===== config.mk =====
export PLATFORM = sky130hd
export DESIGN_NAME = seq_divider
export DESIGN_NICKNAME = d
export VERILOG_FILES = /design/src/rtl/seq_divider.sv
export SDC_FILE = /design/constraint.sdc
export NUM_CORES = 1
export LEC_CHECK = 0
export BUFFER_PORTS_ARGS = -buffer_cell sky130_fd_sc_hd__buf_2
export CAP_MARGIN = 20
export CORE_UTILIZATION = 45
export DETAILED_ROUTE_END_ITERATION = 12
export GPL_TIMING_DRIVEN = 0
export PLACE_DENSITY = 0.78
export SETUP_SLACK_MARGIN = 0.2
export SLEW_MARGIN = 20
export SYNTH_ARGS = -nofsm -noshare
export SYNTH_HDL_FRONTEND = slang
export SYNTH_SLANG_ARGS = --single-unit

===== constraint.sdc =====
create_clock -name clk -period 2.3 [get_ports clk]
set_input_delay 0 -clock clk [delete_from_list [all_inputs] [get_ports clk]]
set_output_delay 0 -clock clk [all_outputs]
set_load 0.05 [all_outputs]

===== src/rtl/seq_divider.sv =====
// Sequential restoring divider: DW-bit dividend / VW-bit divisor, one quotient bit per clock.
// Optional macro DIV_ZERO_DETECT_EN short-circuits a zero divisor into a one-cycle div_by_zero result.
module seq_divider #(
  parameter int unsigned DW = 8,
  parameter int unsigned VW = 4
) (
  input  logic          clk,
  input  logic          rst,
  input  logic          start,
  input  logic [DW-1:0] dividend,
  input  logic [VW-1:0] divisor,
  output logic          busy,
  output logic          done,
  output logic [DW-1:0] quotient,
  output logic [VW-1:0] remainder,
  output logic          div_by_zero
);

  typedef enum logic [1:0] {S_IDLE, S_CALC, S_ZERO} state_t;

  state_t        r_state, w_state_nx;
  logic [VW-1:0] r_rem, w_rem_nx;
  logic [DW-1:0] r_q, w_q_nx;
  logic [VW-1:0] r_d, w_d_nx;
  logic [3:0]    r_cnt, w_cnt_nx;
  logic          w_busy_nx, w_done_nx, w_dz_nx;
  logic [DW-1:0] w_quot_nx;
  logic [VW-1:0] w_remo_nx;

  // Partial remainder stays below the divisor, so only its low VW bits are stored;
  // the shifted trial value keeps the extra bit for the compare.
  logic [VW:0]   w_t;
  logic          w_ge;
  logic [VW-1:0] w_diff;

  assign w_t    = {r_rem, r_q[DW-1]};
  assign w_ge   = (w_t >= {1'b0, r_d});
  assign w_diff = w_t[VW-1:0] - r_d;

  always_ff @(posedge clk or negedge rst) begin
    if (!rst) begin
      r_state     <= S_IDLE;
      r_rem       <= '0;
      r_q         <= '0;
      r_d         <= '0;
      r_cnt       <= '0;
      busy        <= 1'b0;
      done        <= 1'b0;
      quotient    <= '0;
      remainder   <= '0;
      div_by_zero <= 1'b0;
    end else begin
      r_state     <= w_state_nx;
      r_rem       <= w_rem_nx;
      r_q         <= w_q_nx;
      r_d         <= w_d_nx;
      r_cnt       <= w_cnt_nx;
      busy        <= w_busy_nx;
      done        <= w_done_nx;
      quotient    <= w_quot_nx;
      remainder   <= w_remo_nx;
      div_by_zero <= w_dz_nx;
    end
  end

  always_comb begin
    w_state_nx = r_state;
    w_rem_nx   = r_rem;
    w_q_nx     = r_q;
    w_d_nx     = r_d;
    w_cnt_nx   = r_cnt;
    w_busy_nx  = busy;
    w_done_nx  = 1'b0;
    w_dz_nx    = 1'b0;
    w_quot_nx  = quotient;
    w_remo_nx  = remainder;
    case (r_state)
      S_IDLE: begin
        if (start) begin
          w_q_nx    = dividend;
          w_d_nx    = divisor;
          w_rem_nx  = '0;
          w_cnt_nx  = '0;
          w_busy_nx = 1'b1;
`ifdef DIV_ZERO_DETECT_EN
          w_state_nx = (divisor == '0) ? S_ZERO : S_CALC;
`else
          w_state_nx = S_CALC;
`endif
        end
      end
      S_CALC: begin
        w_q_nx   = {r_q[DW-2:0], w_ge};
        w_rem_nx = w_ge ? w_diff : w_t[VW-1:0];
        w_cnt_nx = r_cnt + 4'd1;
        if (r_cnt == 4'(DW-1)) begin
          w_state_nx = S_IDLE;
          w_busy_nx  = 1'b0;
          w_done_nx  = 1'b1;
          w_quot_nx  = w_q_nx;
          w_remo_nx  = w_rem_nx;
        end
      end
`ifdef DIV_ZERO_DETECT_EN
      S_ZERO: begin
        w_state_nx = S_IDLE;
        w_busy_nx  = 1'b0;
        w_done_nx  = 1'b1;
        w_dz_nx    = 1'b1;
        w_quot_nx  = '1;
        w_remo_nx  = '0;
      end
`endif
      default: w_state_nx = S_IDLE;
    endcase
  end

endmodule


==> qor.log, run 1 <==
INFO  timing         drv_slew=0
INFO  logic_synthesis synth_cells=163
INFO  clock_network  clk_pin_slew_worst_paths=0.07ns
INFO  global_route   grt_remaining_overflow=0
INFO  logic_synthesis syn_nets=184
INFO  floorplanning  die_h=62.8µm
INFO  logic_synthesis synthesis.area_per_instance=10.2µm²
INFO  detailed_routing via_per_inst=5.15
INFO  logic_synthesis synth_flop_cell=sky130_fd_sc_hd__dfrtp_1
INFO  timing         max-slew-margin-rel=0.511
INFO  cells_and_area mostFrequentLayoutCell=sky130_fd_sc_hd__nand2_1
INFO  detailed_routing detailroute.via_count=1293
INFO  timing         timing_hold_violations_final=0
INFO  clock_network  clock_tree_from_tritoncts=done
INFO  worst_hold_path hold_path.class=input port to flip-flop
INFO  detailed_routing first_iter_violations=52
INFO  timing         finalSetupViolCount=0
INFO  timing         worst-slew-pin-transition=0.734ns
INFO  logic_synthesis netlist_area=1670µm²
INFO  clock_network  ctsRootBufferMaster=sky130_fd_sc_hd__clkbuf_8
INFO  timing         period_needed=1.88ns
INFO  floorplanning  total_number_of_placement_rows=21
INFO  logic_synthesis synth.yosys.warnings=0
INFO  detailed_routing detail-route-antenna-nets=0
INFO  placement      routabilityCongestion=0.823
INFO  logic_synthesis share_of_the_yosys_chip_area_belonging_to_registers=0.511
INFO  global_route   grt_antenna_before_repair=0
INFO  logic_synthesis synth.ff_latch_count=34
INFO  setup_path     cp-start-kind=flip-flop
INFO  run            timing.max_cap.violations=0
INFO  timing         layout_worst_path_cycle_share=0.817
INFO  timing         rsz0062_at_grt=false
INFO  floorplanning  fp.coreArea=3440µm²
INFO  logic_synthesis synthDistinctLibCells=45
INFO  cells_and_area seqCellArea=851µm²
INFO  floorplanning  initial_utilization=0.484
INFO  setup_path     critPathRequiredTime=2.49ns
INFO  cells_and_area leading_cell_types_in_the_layout_fill_and_taps_excluded=37 x sky130_fd_sc_hd__nand2_1, 34 x sky130_fd_sc_hd__dfrtp_1, 30 x sky130_fd_sc_hd__buf_2
INFO  clock_network  cts_max_level=2
INFO  setup_path     worst_setup_path_end_kind=flip-flop
INFO  cells_and_area drive_gt1_frac=0.263
INFO  timing         fmax=0.532GHz
INFO  global_route   maximum_number_of_pins_on_one_net_before_global_route_repair=35
INFO  global_route   grt_pass1_vias=1254
INFO  global_route   grt_first_pass_wirelength=5720µm
INFO  cells_and_area area_growth_syn_to_layout=24.0%
INFO  timing         fin_tns_setup=0ns
INFO  cells_and_area final_area=2070µm²
INFO  placement      port-buffer-count=28
INFO  placement      numPlacedInstances=237
INFO  setup_path     timing.critical_path.fanout_max=4
INFO  clock_network  clock_latency=0.29ns
INFO  timing         timing.clock.skew=0.00502ns
INFO  placement      detailedPlacementHpwl=2330µm
INFO  logic_synthesis synth_edf_count=0
INFO  detailed_routing drt_first_pass_iters=4
INFO  floorplanning  die_width=62.8µm
INFO  detailed_routing drc=0
INFO  clock_network  cts_max_path_buffers=2
INFO  detailed_routing routed_wirelength=3350µm
INFO  cells_and_area finalNetCount=225
INFO  placement      placed_area=1860µm²
INFO  cells_and_area insertedDiodeCount=0
INFO  detailed_routing post_drt_wl_per_cell=13.3µm
INFO  setup_path     setup_cp_type=flip-flop to flip-flop
INFO  setup_path     worstPathArrival=2.07ns
INFO  clock_network  numClockSinks=34
INFO  run_status     status=completed
INFO  clock_network  number_of_cts_inserted_buffers=5
INFO  floorplanning  pin_count=30
INFO  cells_and_area stdcell_count=251
INFO  floorplanning  die_area=3950µm²
INFO  logic_synthesis asyncSetResetFlopFracSynth=1.00
INFO  clock_network  postCtsResizedCells=0
INFO  global_route   global_route.usage.total=0.192
INFO  cells_and_area area_of_combinational_cells_with_multiple_inputs=742µm²
INFO  cells_and_area fillerInstances=292
## final timing paths
kind	from	end	slack, ns	cells after the start
max	r_rem[1]	r_rem[3]	0.42	5
min	dividend[6]	r_q[6]	0.007	3
max reg2reg	r_rem[1]	r_rem[3]	0.42	5
min reg2reg	remainder[2]	remainder[2]	0.48	2
max in group asynchronous	rst	r_cnt[1]	1.53	2
min in group asynchronous	rst	quotient[4]	0.30	2
## layer usage
metal,share of wire,vias up,track usage
met5,0,-,0
met4,0.032,0,0.108
met3,0.034,11,0.0383
met2,0.46,29,0.293
met1,0.47,620,0.253
li1,-,633,-
## worst max-delay path, cell delays in order, from the launching register on
cell and delay (ns):
sky130_fd_sc_hd__dfrtp_1 0.42, sky130_fd_sc_hd__ha_1 0.36, sky130_fd_sc_hd__a21o_1 0.17, sky130_fd_sc_hd__a31oi_1 0.20
sky130_fd_sc_hd__mux2_1 0.39, sky130_fd_sc_hd__o31ai_1 0.25
## flip-flops by register name, summed over array words and instances (netlist names)
name	flops
r_cnt	4
remainder	4
done	1
r_rem	4
r_d	4
quotient	8
r_q	8
busy	1
## through the flow
stage / setup WS [ns] / hold WS [ns] / util
2_1_floorplan: 0.616 / -0.296 / -
3_3_place_gp: 0.524 / 0.104 / 0.541
3_5_place_dp: 0.504 / 0.0986 / 0.541
4_1_cts: 0.433 / 0.00708 / 0.600
5_1_grt: 0.361 / 0.0196 / 0.600
6_report: 0.420 / 0.00733 / 0.600
## timing repair
item,in CTS,in global routing
setup buffers,0,0
hold buffers,6,0
endpoints found under the hold margin,39,0
## Yosys cell counts, drive strengths merged (2+ instances only)
cell / number / area [µm²]
a21oi: 3 / 22.5
a31o: 3 / 26.3
a31oi: 2 / 12.5
and3: 2 / 13.8
buf: 3 / 17.5
clkbuf: 3 / 21.3
dfrtp: 34 / 851
ha: 5 / 62.6
inv: 8 / 30.0
mux2: 2 / 22.5
mux2i: 7 / 70.1
nand2: 38 / 145
nand3: 5 / 25.0
nor2: 7 / 26.3
nor2b: 2 / 20.0
nor3: 2 / 15.0
o21ai: 16 / 83.8
o31ai: 4 / 30.0
xor2: 2 / 17.5
## layout make-up
cell class                      count  share of cell area
Multi-Input combinational cell    114               0.359
Buffer                              6              0.0188
Tap cell                           46              0.0279
Clock buffer                        6              0.0400
Clock inverter                      2              0.0291
Sequential cell                    34               0.412
Timing Repair Buffer               34              0.0969
Inverter                            9              0.0164
## kinds of logic (layout without fill, tap and decap cells)
logic type / count (synthesis) / count (layout) / synth area share
fa+ha+maj: 6 / 6 / 0.0496
flops: 34 / 34 / 0.511
other cells: 1 / 1 / 0.00225
compound gates: 35 / 35 / 0.148
mux: 9 / 9 / 0.0556
simple gates: 60 / 60 / 0.174
xor+xnor: 3 / 3 / 0.0158
buf+inv: 15 / 57 / 0.0436
Power of run 1 is not shown: default switching activity piles up to over one toggle a cycle in this logic, so the estimate is an artifact.
==> inputs of run 2 (changes only) <==
ABC_AREA = 1   (was not set)
clock period = 1.8 ns   (was 2.3 ns; I/O delays follow)
==> run 2 against run 1 <==
  * Wire length is 7.7% higher
  * Via count is 6.3% higher
  * Global-route usage is 0.82 points higher
  * Non-clock buffer count is 15 higher
  * Fmax is 22% higher
==> qor.log, run 2 <==
INFO  detailed_routing met3_length=149µm
INFO  logic_synthesis synthesis.area_per_instance=9.36µm²
INFO  detailed_routing via_per_inst=5.03
INFO  logic_synthesis synth_flop_cell=sky130_fd_sc_hd__dfrtp_1
INFO  setup_path     crit-reg2reg-capture=remainder[1]
INFO  floorplanning  die_h=61.1µm
INFO  logic_synthesis synth_xor_xnor_area_share=0.00557
INFO  logic_synthesis syn_nets=189
INFO  detailed_routing post_drt_wl_per_cell=13.2µm
INFO  cells_and_area biggestRegsByFlops=quotient x8, r_q x8
INFO  worst_hold_path hold_path.class=input port to async pin
INFO  clock_network  clk_pin_slew_worst_paths=0.10ns
INFO  global_route   grt_remaining_overflow=0
INFO  setup_path     r2r_start=r_rem[1]
INFO  cells_and_area area_growth_syn_to_layout=34.2%
INFO  setup_path     worstPathArrival=1.80ns
INFO  clock_network  number_of_cts_inserted_buffers=5
INFO  detailed_routing met2WireLength=1880µm
INFO  clock_network  numClockSinks=34
INFO  logic_synthesis synthDistinctLibCells=27
INFO  timing         finalSetupViolCount=0
INFO  cells_and_area finalNetCount=247
INFO  floorplanning  initial_utilization=0.471
INFO  detailed_routing detailroute.via_count=1374
INFO  logic_synthesis synth_adder_area_share=0.0525
INFO  placement      port-buffer-count=28
INFO  setup_path     cp-start-kind=flip-flop
INFO  clock_network  clock_latency=0.35ns
INFO  timing         timing.clock.skew=0.00440ns
INFO  logic_synthesis combinational_family_with_the_most_area_after_synthesis=simple AND/OR/NAND/NOR gates
INFO  logic_synthesis synth.yosys.warnings=0
INFO  setup_path     timing.critical_path.fanout_max=6
INFO  cells_and_area leading_cell_types_in_the_layout_fill_and_taps_excluded=52 x sky130_fd_sc_hd__nand2_1, 33 x sky130_fd_sc_hd__dfrtp_1, 30 x sky130_fd_sc_hd__buf_2
INFO  setup_path     worst_setup_path_end_kind=flip-flop
INFO  logic_synthesis synth_mux_area_frac=0
INFO  logic_synthesis synth_cells=168
INFO  logic_synthesis yosys.area_share.simple=0.211
INFO  floorplanning  fp.coreArea=3340µm²
INFO  logic_synthesis post_synth_main_area_contributors=sky130_fd_sc_hd__dfrtp_1 54%, sky130_fd_sc_hd__nand2_1 13%, sky130_fd_sc_hd__inv_1 4.5%, sky130_fd_sc_hd__ha_1 4.0%, sky130_fd_sc_hd__o221ai_1 3.9%
INFO  global_route   grt_first_pass_wirelength=5240µm
INFO  clock_network  cts_max_path_buffers=2
INFO  global_route   grt_antenna_before_repair=0
INFO  setup_path     r2r_setup_slack=0.25ns
INFO  power_and_ir_drop peakVddDrop=886µV
INFO  timing         timing_hold_violations_final=0
INFO  logic_synthesis synth_edf_count=0
INFO  cells_and_area insertedDiodeCount=0
INFO  setup_path     worst-r2r-cell-count=8
INFO  floorplanning  die_width=61.1µm
INFO  power_and_ir_drop finalPower=0.00446W
INFO  global_route   maximum_number_of_pins_on_one_net_before_global_route_repair=35
INFO  placement      routabilityCongestion=0.775
INFO  clock_network  ctsRootBufferMaster=sky130_fd_sc_hd__clkbuf_4
INFO  power_and_ir_drop power_density=2110nW/µm²
INFO  logic_synthesis yosysTopAreaCellShare=0.541
INFO  timing         rsz0062_at_grt=false
INFO  floorplanning  total_number_of_placement_rows=21
INFO  detailed_routing top_layer=met4
INFO  detailed_routing drt_first_pass_iters=4
INFO  logic_synthesis post-synth-top-area-cell=sky130_fd_sc_hd__dfrtp_1
INFO  timing         drv_slew=0
INFO  timing         fmax=0.647GHz
INFO  floorplanning  pin_count=30
INFO  logic_synthesis synth.ff_latch_count=34
INFO  timing         period_needed=1.55ns
INFO  detailed_routing routedLengthMet1=1520µm
INFO  cells_and_area drive_gt1_frac=0.322
INFO  setup_path     critical_path.endpoint=remainder[1]
INFO  placement      placed_area=1770µm²
INFO  run_status     status=completed
INFO  timing         max-slew-margin-rel=0.502
INFO  floorplanning  die_area=3740µm²
INFO  logic_synthesis asyncSetResetFlopFracSynth=1.00
INFO  timing         layout_worst_path_cycle_share=0.859
INFO  detailed_routing first_iter_violations=44
INFO  setup_path     setup_cp_type=flip-flop to flip-flop
INFO  setup_path     critPathRequiredTime=2.05ns
INFO  timing         worst-slew-pin-transition=0.747ns
INFO  cells_and_area final_area=2110µm²
INFO  logic_synthesis synthMostInstantiatedCell=sky130_fd_sc_hd__nand2_1
INFO  timing         holdWs=0.262ns
INFO  clock_network  clock_tree_from_tritoncts=done
INFO  global_route   global_route.usage.total=0.200
INFO  logic_synthesis share_of_the_yosys_chip_area_belonging_to_registers=0.541
INFO  setup_path     cp-startpoint=r_rem[1]
INFO  logic_synthesis netlist_area=1570µm²
INFO  cells_and_area mostFrequentLayoutCell=sky130_fd_sc_hd__nand2_1
INFO  detailed_routing drc=0
INFO  detailed_routing routed_wirelength=3610µm
INFO  power_and_ir_drop static-leakage-power=1.07nW
INFO  logic_synthesis synth.cells.most_frequent=56 x sky130_fd_sc_hd__nand2_1, 34 x sky130_fd_sc_hd__dfrtp_1, 19 x sky130_fd_sc_hd__inv_1
INFO  placement      detailedPlacementHpwl=2210µm
INFO  global_route   grt_pass1_vias=1188
INFO  run            timing.max_cap.violations=0
INFO  clock_network  cts_max_level=2
INFO  detailed_routing detail-route-antenna-nets=0
INFO  logic_synthesis share_of_the_synthesized_area_in_compound_gates_ao_oa_aoi_oai=0.118
[run 2: worst max-delay path, cell delays in order (launching register included)]
cell                       delay (ns)
sky130_fd_sc_hd__dfrtp_1         0.45
sky130_fd_sc_hd__ha_4            0.26
sky130_fd_sc_hd__a21oi_4         0.16
sky130_fd_sc_hd__nand2_2         0.10
sky130_fd_sc_hd__nand2_4         0.11
sky130_fd_sc_hd__buf_4           0.11
sky130_fd_sc_hd__nand3b_1        0.08
sky130_fd_sc_hd__nand3_1         0.11
sky130_fd_sc_hd__nand2_1         0.05
[run 2: final cells by class]
class,instances,area (µm²)
fill,262,1230
sequential,34,852
multi-input combinational,109,683
timing repair buffer,51,348
inverter,21,81.3
tap,46,57.6
clock buffer,7,55.1
buffer,4,28.8
clock inverter,1,5.00
[run 2: how the worst min path moves through the flow]
stage | startpoint | to | depth (start not counted)
4_1_cts | rst | r_rem[1] | 2
3_5_place_dp | rst | quotient[4] | 1
2_1_floorplan | rst | busy | 0
5_1_grt | rst | quotient[1] | 2
6_report | rst | quotient[4] | 2
3_3_place_gp | rst | quotient[4] | 1
[run 2: logic make-up after synthesis]
group,count (synthesis)
adder cells (fa/ha/maj),6
AND/OR/NAND/NOR,76
AO/OA/AOI/OAI,25
other,1
flip-flops,34
buffers and inverters,25
XOR/XNOR,1
[run 2: per-stage QoR]
stage                util  setup slack [ns]  instances  TNS [ns]
floorplan               -             0.248        168         0
global placement    0.531            0.0417        242         0
detailed placement  0.531          -0.00410        242  -0.00410
CTS                 0.597             0.208        264         0
global route        0.633             0.174        273         0
finish              0.633             0.254        273         0
[run 2: timing repair]
item	CTS	global route
endpoints found under the hold margin	51	0
hold buffers	14	0
buffers inserted	0	9
resized for setup	4	14
pin swaps	1	8
setup endpoints to repair	9	14
[run 2: report_power, final]
part	leakage, nW	switching (W)	internal (W)
Combinational	0.623	0.00167	0.000977
Clock	0.0353	0.000266	0.000189
Sequential	0.409	0.000223	0.00114
Total	1.07	0.00215	0.00231
[run 2: per-layer routing]
metal	vias up	GRT usage
met1	672	0.243
li1	667	-
met4	0	0.104
met2	29	0.315
met3	6	0.0672
met5	-	0
Note: power is estimated with default switching activity, not from simulation.
==> inputs of run 3 (changes only) <==
CELL_PAD_IN_SITES_DETAIL_PLACEMENT = 1   (was not set)
CELL_PAD_IN_SITES_GLOBAL_PLACEMENT = 1   (was not set)
CORE_UTILIZATION = 41   (was 45)
PLACE_DENSITY = 0.89   (was 0.78)
==> run 3 against run 2 <==
  * Final area is 0.71% lower
  * Worst setup slack worse by 0.080 ns
  * Largest cell class unchanged
  * Worst hold slack worse by 0.23 ns
  * Fmax is 4.9% lower
  * Via count is 0.44% higher
  * Non-clock buffer count is 4 lower
  * Cell count is 1.1% lower
  * Combinational power is 3% higher
  * Wire length is 19% higher
  * Register-to-register slack worse by 0.08 ns
  * Sequential power hardly changed
==> qor.log, run 3 (synthesis gave the netlist of run 2 again) <==
INFO  cells_and_area stdcell_count=270
INFO  detailed_routing post_drt_wl_per_cell=15.8µm
INFO  floorplanning  initial_utilization=0.430
INFO  power_and_ir_drop power.net_switching=0.00227W
INFO  global_route   maximum_number_of_pins_on_one_net_before_global_route_repair=35
INFO  clock_network  ctsRootBufferMaster=sky130_fd_sc_hd__clkbuf_8
INFO  run            timing.max_cap.violations=0
INFO  setup_path     critPathRequiredTime=1.98ns
INFO  cells_and_area drive_gt1_frac=0.311
INFO  placement      routabilityCongestion=0.809
INFO  setup_path     r2r_start=r_rem[1]
INFO  setup_path     crit-reg2reg-capture=r_rem[1]
INFO  setup_path     worstPathArrival=1.80ns
INFO  cells_and_area mostFrequentLayoutCell=sky130_fd_sc_hd__nand2_1
INFO  cells_and_area leading_cell_types_in_the_layout_fill_and_taps_excluded=53 x sky130_fd_sc_hd__nand2_1, 34 x sky130_fd_sc_hd__dfrtp_1, 30 x sky130_fd_sc_hd__buf_2
INFO  worst_hold_path hp-start=start
INFO  power_and_ir_drop power_switching_share=0.493
INFO  power_and_ir_drop share_of_total_power_in_combinational_logic=0.590
INFO  cells_and_area fillerInstances=422
INFO  cells_and_area biggestRegsByFlops=quotient x8, r_q x8
INFO  power_and_ir_drop seqPwrFrac=0.294
INFO  power_and_ir_drop static-leakage-power=1.06nW
INFO  floorplanning  total_number_of_placement_rows=22
INFO  setup_path     cp-start-kind=flip-flop
INFO  clock_network  clock_latency=0.29ns
INFO  global_route   grt_remaining_overflow=0
INFO  detailed_routing drt_first_pass_iters=4
INFO  worst_hold_path hold_path.class=input port to flip-flop
INFO  cells_and_area area_of_combinational_cells_with_multiple_inputs=681µm²
INFO  power_and_ir_drop intPower=0.00234W
INFO  power_and_ir_drop peakVddDrop=859µV
INFO  clock_network  numClockSinks=34
INFO  timing         finalSetupViolCount=0
INFO  clock_network  cts_max_path_buffers=2
INFO  detailed_routing via_per_inst=5.11
INFO  global_route   grt_antenna_before_repair=0
INFO  setup_path     worst_setup_path_end_kind=flip-flop
INFO  timing         fmax=0.615GHz
INFO  cells_and_area seqCellArea=851µm²
INFO  setup_path     setup_cp_type=flip-flop to flip-flop
INFO  cells_and_area finalNetCount=243
INFO  global_route   grt_pass1_vias=1437
INFO  timing         rsz0062_at_grt=true
INFO  timing         layout_worst_path_cycle_share=0.903
INFO  worst_hold_path worstHoldPathCells=4
INFO  global_route   grt_first_pass_wirelength=7020µm
INFO  setup_path     cp-startpoint=r_rem[1]
INFO  detailed_routing drc=0
INFO  setup_path     worst-r2r-cell-count=8
INFO  floorplanning  die_width=63.9µm
INFO  floorplanning  die_h=63.9µm
INFO  power_and_ir_drop finalPower=0.00461W
INFO  timing         period_needed=1.63ns
INFO  placement      pre_cts_slack=-0.101ns
INFO  power_and_ir_drop power.clock.fraction=0.116
INFO  placement      detailedPlacementHpwl=2490µm
INFO  detailed_routing detail-route-antenna-nets=0
INFO  detailed_routing detailroute.via_count=1380
INFO  cells_and_area insertedDiodeCount=0
INFO  timing         timing_hold_violations_final=0
INFO  placement      port-buffer-count=28
INFO  clock_network  cts_max_level=2
INFO  detailed_routing routed_wirelength=4280µm
INFO  global_route   global_route.usage.total=0.234
INFO  timing         timing.clock.skew=0.00646ns
INFO  timing         worst_slack=0.174ns
INFO  setup_path     r2r_setup_slack=0.17ns
INFO  placement      numPlacedInstances=244
INFO  timing         drv_slew=0
INFO  worst_hold_path hold_end=r_rem[3]
INFO  clock_network  number_of_cts_inserted_buffers=5
INFO  cells_and_area area_growth_syn_to_layout=33.3%
INFO  cells_and_area utilization_of_the_core_after_routing=0.572
INFO  run_status     status=completed
INFO  detailed_routing first_iter_violations=111
INFO  timing         max-slew-margin-rel=0.502
INFO  floorplanning  pin_count=30
INFO  setup_path     timing.critical_path.fanout_max=5
INFO  clock_network  clock_tree_from_tritoncts=done
INFO  timing         worst-slew-pin-transition=0.746ns
INFO  power_and_ir_drop power_density=2200nW/µm²
INFO  floorplanning  fp.coreArea=3660µm²
INFO  floorplanning  die_area=4090µm²
INFO  clock_network  clk_pin_slew_worst_paths=0.07ns
-- run 3: changes by cell type in the layout (fill, tap and decap cells not counted), moves of 2 or more --
cell / delta
sky130_fd_sc_hd__clkbuf_4: -5
sky130_fd_sc_hd__clkbuf_8: +4
sky130_fd_sc_hd__buf_4: -3
sky130_fd_sc_hd__nand3_1: -2
sky130_fd_sc_hd__nand3_2: +2
-- run 3: worst max path at each step --
stage	endpoint	slack, ns	cells past startpoint
finish	r_rem[1]	0.17	8
global route	remainder[1]	0.10	11
CTS	remainder[2]	0.19	8
detailed placement	r_rem[3]	-0.10	9
global placement	r_rem[3]	-0.02	9
floorplan	remainder[3]	0.25	9
-- run 3: final cells by class --
cell class	count	area share
clock buffer	5	0.0328
multi-input combinational	109	0.325
sequential	34	0.406
timing repair buffer	47	0.150
clock inverter	2	0.00478
inverter	21	0.0388
buffer	4	0.0137
tap	48	0.0287
-- run 3: repair_timing --
item / in CTS / in global routing
setup buffers: 4 / 2
pin swaps: 2 / 5
gates resized for setup: 6 / 11
hold buffers: 13 / 0
setup endpoints to repair: 9 / 9
hold endpoints to repair: 46 / 0
-- run 3: power by group through the flow --
stage	Combinational [W]	Sequential (W)	Clock (W)
final	0.00272	0.00136	0.000533
after global routing	0.00299	0.00140	0.000583
after CTS	0.00247	0.00134	0.000544
after detailed placement	0.00222	0.00135	0
after global placement	0.00213	0.00133	0
after floorplan	0.00125	0.00179	0
-- run 3: through the flow --
step / TNS (ns) / hold WS [ns] / instance area, µm²
2_1_floorplan: 0 / -0.296 / 1570
3_3_place_gp: -0.0417 / 0.108 / 1770
3_5_place_dp: -0.378 / 0.112 / 1770
4_1_cts: 0 / 0.0283 / 2040
5_1_grt: 0 / 0.0448 / 2100
6_report: 0 / 0.0276 / 2100
-- run 3: worst max-delay path, cell delays in order (launching register included) --
cell                       delay (ns)
sky130_fd_sc_hd__dfrtp_1         0.43
sky130_fd_sc_hd__ha_4            0.29
sky130_fd_sc_hd__a21oi_4         0.17
sky130_fd_sc_hd__nand2_1         0.12
sky130_fd_sc_hd__nand2_4         0.11
sky130_fd_sc_hd__buf_4           0.12
sky130_fd_sc_hd__nand3b_1        0.10
sky130_fd_sc_hd__nand3_1         0.11
sky130_fd_sc_hd__nand2_1         0.05
-- run 3: layer usage --
metal / GRT usage / up-vias / share of wire
met5: 0 / - / 0
met4: 0.0938 / 0 / 0.033
met3: 0.0714 / 9 / 0.042
met2: 0.374 / 36 / 0.49
met1: 0.294 / 681 / 0.43
li1: - / 654 / -
